$ cat config.mk
export PLATFORM = sky130hd
export DESIGN_NAME = regfile_write_arbiter
export DESIGN_NICKNAME = d
export VERILOG_FILES = /design/src/rtl/regfile_write_arbiter.sv
export SDC_FILE = /design/constraint.sdc
export NUM_CORES = 1
export LEC_CHECK = 0
export BUFFER_PORTS_ARGS = -buffer_cell sky130_fd_sc_hd__buf_2
export CELL_PAD_IN_SITES_DETAIL_PLACEMENT = 0
export CELL_PAD_IN_SITES_GLOBAL_PLACEMENT = 1
export CORE_UTILIZATION = 51
export CTS_BUF_LIST = sky130_fd_sc_hd__clkbuf_4 sky130_fd_sc_hd__clkbuf_8
export CTS_CLUSTER_DIAMETER = 60
export DETAILED_ROUTE_END_ITERATION = 8
export HOLD_SLACK_MARGIN = 0.02
export PLACE_DENSITY_LB_ADDON = 0.1
export SYNTH_ARGS = -nofsm -noshare
export SYNTH_HDL_FRONTEND = slang
export SYNTH_SLANG_ARGS = --single-unit
$ cat constraint.sdc
create_clock -name clk -period 5.7 [get_ports clk]
set_clock_uncertainty 0.2 [all_clocks]
set_input_delay 1.14 -clock clk [delete_from_list [all_inputs] [get_ports clk]]
set_output_delay 1.14 -clock clk [all_outputs]
set_load 0.05 [all_outputs]
$ cat src/rtl/regfile_write_arbiter.sv
// Register-file write-port arbiter: WB wins at 0 latency; MC results queue in an in-order FIFO and drain on idle WB slots.
// mc_ready drops only when the FIFO is full; a queued entry's register stays flagged in pending until it is written.
module regfile_write_arbiter #(
    parameter int ADDRESS_WIDTH = 5,
    parameter int DATA_WIDTH    = 32,
    parameter int DEPTH         = 4
) (
    input  logic                            clk,
    input  logic                            rst,
    input  logic                            wb_valid,
    input  logic [ADDRESS_WIDTH-1:0]        wb_rd,
    input  logic [DATA_WIDTH-1:0]           wb_data,
    input  logic                            mc_valid,
    output logic                            mc_ready,
    input  logic [ADDRESS_WIDTH-1:0]        mc_rd,
    input  logic [DATA_WIDTH-1:0]           mc_data,
    output logic                            WE3,
    output logic [ADDRESS_WIDTH-1:0]        AD3,
    output logic [DATA_WIDTH-1:0]           WD3,
    output logic [(1<<ADDRESS_WIDTH)-1:0]   pending,
    output logic [$clog2(DEPTH):0]          fifo_count,
    output logic                            wb_conflict
);
    localparam int PW = $clog2(DEPTH);
    localparam int CW = PW + 1;

    logic [ADDRESS_WIDTH-1:0] r_rd   [DEPTH];
    logic [DATA_WIDTH-1:0]    r_data [DEPTH];
    logic [PW-1:0]            r_wptr;
    logic [PW-1:0]            r_rptr;
    logic [CW-1:0]            r_count;

    logic w_empty;
    logic w_push;
    logic w_pop;
    logic [PW-1:0] w_off;

    assign w_empty    = (r_count == '0);
    assign mc_ready   = (r_count < CW'(DEPTH));
    assign fifo_count = r_count;
    assign w_push     = mc_valid && mc_ready && (mc_rd != '0);
    // Any WB slot, even one targeting x0, blocks the drain.
    assign w_pop      = !rst && !wb_valid && !w_empty;

    always_comb begin
        WE3 = 1'b0;
        AD3 = wb_rd;
        WD3 = wb_data;
        if (wb_valid) begin
            WE3 = (wb_rd != '0);
        end else if (!w_empty) begin
            WE3 = 1'b1;
            AD3 = r_rd[r_rptr];
            WD3 = r_data[r_rptr];
        end
        if (rst) begin
            WE3 = 1'b0;
        end
    end

    // An entry is live when its distance from the read pointer is below the count.
    always_comb begin
        pending = '0;
        w_off   = '0;
        for (int i = 0; i < DEPTH; i++) begin
            w_off = PW'(i) - r_rptr;
            if ({1'b0, w_off} < r_count) begin
                pending[r_rd[i]] = 1'b1;
            end
        end
        pending[0] = 1'b0;
    end

    assign wb_conflict = wb_valid && (wb_rd != '0) && pending[wb_rd];

    always_ff @(posedge clk) begin
        if (w_push) begin
            r_rd[r_wptr]   <= mc_rd;
            r_data[r_wptr] <= mc_data;
        end
    end

    always_ff @(posedge clk) begin
        if (rst) begin
            r_wptr  <= '0;
            r_rptr  <= '0;
            r_count <= '0;
        end else begin
            if (w_push) begin
                r_wptr <= r_wptr + PW'(1);
            end
            if (w_pop) begin
                r_rptr <= r_rptr + PW'(1);
            end
            case ({w_push, w_pop})
                2'b10:   r_count <= r_count + CW'(1);
                2'b01:   r_count <= r_count - CW'(1);
                default: r_count <= r_count;
            endcase
        end
    end
endmodule

==> summary.md <==
| Metric | Value |
|---|---|
| CTS Sinks | 157 |
| Post-DRT Antenna Nets | 0 |
| First-pass GRT wire length | 28620 µm |
| RSZ-0062 raised after global routing | no |
| Pin count of the biggest net entering global routing | 38 |
| Total negative slack | 0 ns |
| Post-DP HPWL | 12730 µm |
| Crit. End Element | output pin |
| Inserted Clock Buffers | 17 |
| Synthesized area | 7886 µm² |
| Bufs on Longest Clock Path | 2 |
| Slew @ Worst Pin | 1.242 ns |
| IR drop worst, VDD | 236.3 µV |
| Critical path class | reg2out |
| LEAKAGE | 3.198 nW |
| Synth cell types | 71 |
| Die area | 15960 µm² |
| Share of the synthesized area in the top cell type | 0.5635 |
| Die width | 126.4 µm |
| GPL Wtd Cong | 0.8973 |
| Sequential fraction of the synthesis area | 0.5864 |
| CTS clk-pin slew, worst paths | 0.10 ns |
| Number of synthesized flops with an enable pin | 148 |
| Fmax achieved | 198.4 MHz |
| Later-pin clock latency in the skew report | 0.46 ns |
| Via count | 5243 |
| Register Area | 4627 µm² |
| Setup crit start kind | flop |
| Hold-fix buffers at CTS | 0 |
| CTS tree | yes |
| Final wirelength | 18000 µm |
| Worst-path maximum fanout | 8 |
| Share of synthesized registers carrying an async set or reset | 0 |
| Critical Path Source | fifo_count[1] |
| Number of fill cells | 1181 |
| Core area | 15150 µm² |
| CTS resizes | 0 |
| Multi-input gate area | 3038 µm² |
| Critical path arrival | 3.70 ns |
| Top_reg_cell synth | edfxtp_1 |
| Area growth from synthesis to layout | 16.06% |
| MaxCap Viol Count | 0 |
| Initial antenna violation count | 0 |
| Overflow after GRT | 0 |
| Rows | 45 |
| Die H | 126.4 µm |
| Final setup vio count | 0 |
| Drt first pass iters | 5 |
| Tmin final | 5.039 ns |
| CP required | 4.36 ns |
| IO Port Bufs | 151 |
| Ranking of synthesized cells by area | edfxtp_1, mux4_2, mux2_2 |
| Root buf cell | clkbuf_8 |
| Wire length per cell | 20.95 µm |
| Worst flop-to-flop path startpoint | fifo_count[2] |
| GRT Overall Usage | 0.2397 |
| Non-filler cells, final | 859 |
| Post-CTS setup buffer count | 0 |
| Mean post-synth cell area | 15.40 µm² |
| P per Cell Area | 375.7 nW/µm² |
| Fin. Hold Viols | 0 |
| Max Transition Viols Final | 0 |
| Starting density of the core | 0.5207 |
| Cell count after placement | 827 |
| Synthesized net count | 600 |
| Setup slack after layout | 0.6608 ns |
| Drc violations | 0 |
| Post-layout nets | 746 |
| Count of state elements after synthesis | 157 |
| Ports | 153 |
| Place WS | 1.204 ns |
| Vias in the first global route | 5247 |
| Starting DRT DRC Count | 464 |
| Cells after Synth | 512 |
| Vias/cell | 6.104 |
| Status | finished, final reports clean |
| Worst Min Path Start | fifo_count[1] |
| Share of cells above drive strength 1 | 0.4471 |
| Hold crit path type | reg2reg |
| Area leader, netlist | edfxtp_1 |
| Antenna cell count | 0 |
| Yosys Warn Count | 0 |
| Period utilization | 0.8841 |
| Worst relative slew slack | 0.1659 |
| Htree depth | 4 |
-- metal layers --
| metal | track usage | wire length [µm] | vias to the layer above |
|---|---|---|---|
| li1 | - | - | 2387 |
| met3 | 0.04977 | 939 | 32 |
| met2 | 0.4092 | 9138 | 193 |
| met5 | 0 | 0 | - |
| met4 | 0.08859 | 322 | 0 |
| met1 | 0.3036 | 7599 | 2631 |
-- flip-flops by register name (all words and copies together) (netlist names), named ones only --
register,count
r_data,128
r_rd,20
fifo_count,3
r_rptr,2
r_wptr,2
-- cells in the mapped netlist, types with 3 or more instances --
| master | n |
|---|---|
| o2111ai_4 | 3 |
| nand3_1 | 3 |
| o221ai_1 | 7 |
| and3_1 | 3 |
| nand3b_1 | 8 |
| clkbuf_2 | 5 |
| o211ai_1 | 9 |
| o22ai_1 | 11 |
| clkbuf_1 | 11 |
| a21oi_1 | 9 |
| nor3_1 | 7 |
| mux2_2 | 34 |
| or3_1 | 4 |
| edfxtp_1 | 148 |
| dfxtp_1 | 9 |
| buf_1 | 3 |
| nor2_1 | 28 |
| mux4_2 | 39 |
| o2111ai_2 | 4 |
| ha_1 | 9 |
| clkdlybuf4s50_2 | 3 |
| xnor2_1 | 4 |
| inv_1 | 18 |
| nand2_1 | 31 |
| o21ai_0 | 7 |
| a221o_1 | 10 |
| and2_1 | 6 |
| and2b_2 | 3 |
| a22oi_1 | 12 |
| or3b_2 | 3 |
| nor3b_1 | 7 |
-- area by class of cell --
type / instances / share of cell area
clock buffers: 17 / 0.02556
clock inverters: 15 / 0.01805
inverters: 18 / 0.007382
multi-input cells: 309 / 0.3319
flip-flops and latches: 157 / 0.5055
well taps: 188 / 0.02570
repair buffers: 155 / 0.08585
-- through the flow --
stage	power (mW)	hold WS, ns	area [µm²]	utilization
finish	3.439	0.3690	9153	0.6043
global route	3.600	0.4052	9153	0.6043
CTS	3.470	0.3695	9153	0.6043
detailed placement	2.677	0.3432	8753	0.5779
global placement	2.666	0.3189	8753	0.5779
floorplan	2.395	0.3136	7886	-
-- path summary, 6_finish.rpt --
check                           slack [ns]  cells past startpoint             to
worst max-delay path                  0.66                     11    wb_conflict
worst min-delay path                  0.37                      2  fifo_count[1]
worst max register to register        3.09                      9  fifo_count[2]
worst min register to register        0.37                      2  fifo_count[1]
-- critical path: stages (launching register included) --
cell and delay [ns]:
dfxtp_1 0.39, inv_1 0.13, ha_1 0.34, and2b_2 0.26
a2111oi_2 0.93, a2bb2oi_1 0.15, o211ai_1 0.18, a311oi_1 0.12
nor3b_1 0.17, nor3b_2 0.17, a32o_1 0.13, buf_2 0.26
-- cells by family after synthesis --
family                   after synthesis  share of synthesized area
adder cells (fa/ha/maj)               10                    0.01682
other                                  1                  0.0004755
multiplexers                          74                     0.1612
flip-flops                           157                     0.5864
AO/OA/AOI/OAI                         96                     0.1119
AND/OR/NAND/NOR                      122                    0.08663
buffers and inverters                 46                    0.02998
XOR/XNOR                               6                   0.006663
-- layout by cell type (no fill, tap or decap), drive strengths merged, types with 3 or more instances in the layout --
cell     count
or3b         3
o211ai       9
ha           9
o22ai       11
o2111ai      8
o22a         4
a221o       10
mux4        39
a2111oi      4
and2b        3
clkinv       4
a21oi        9
buf        155
edfxtp     148
a221oi       3
and3         4
nor3         7
nand3b       8
o221ai       7
nand3        3
dfxtp        9
nand2       31
or3          5
o21ai        8
a22oi       12
xnor2        4
mux2        34
inv         29
nor2        28
nor3b        8
or2b         3
clkbuf      17
and2         6
-- power breakdown --
group	switching (mW)	leakage [nW]	internal, mW
clock	0.463	0.206	0.335
sequential	0.0769	1.43	1.36
combinational	0.794	1.56	0.410
Power figures use the tool's default switching activity.
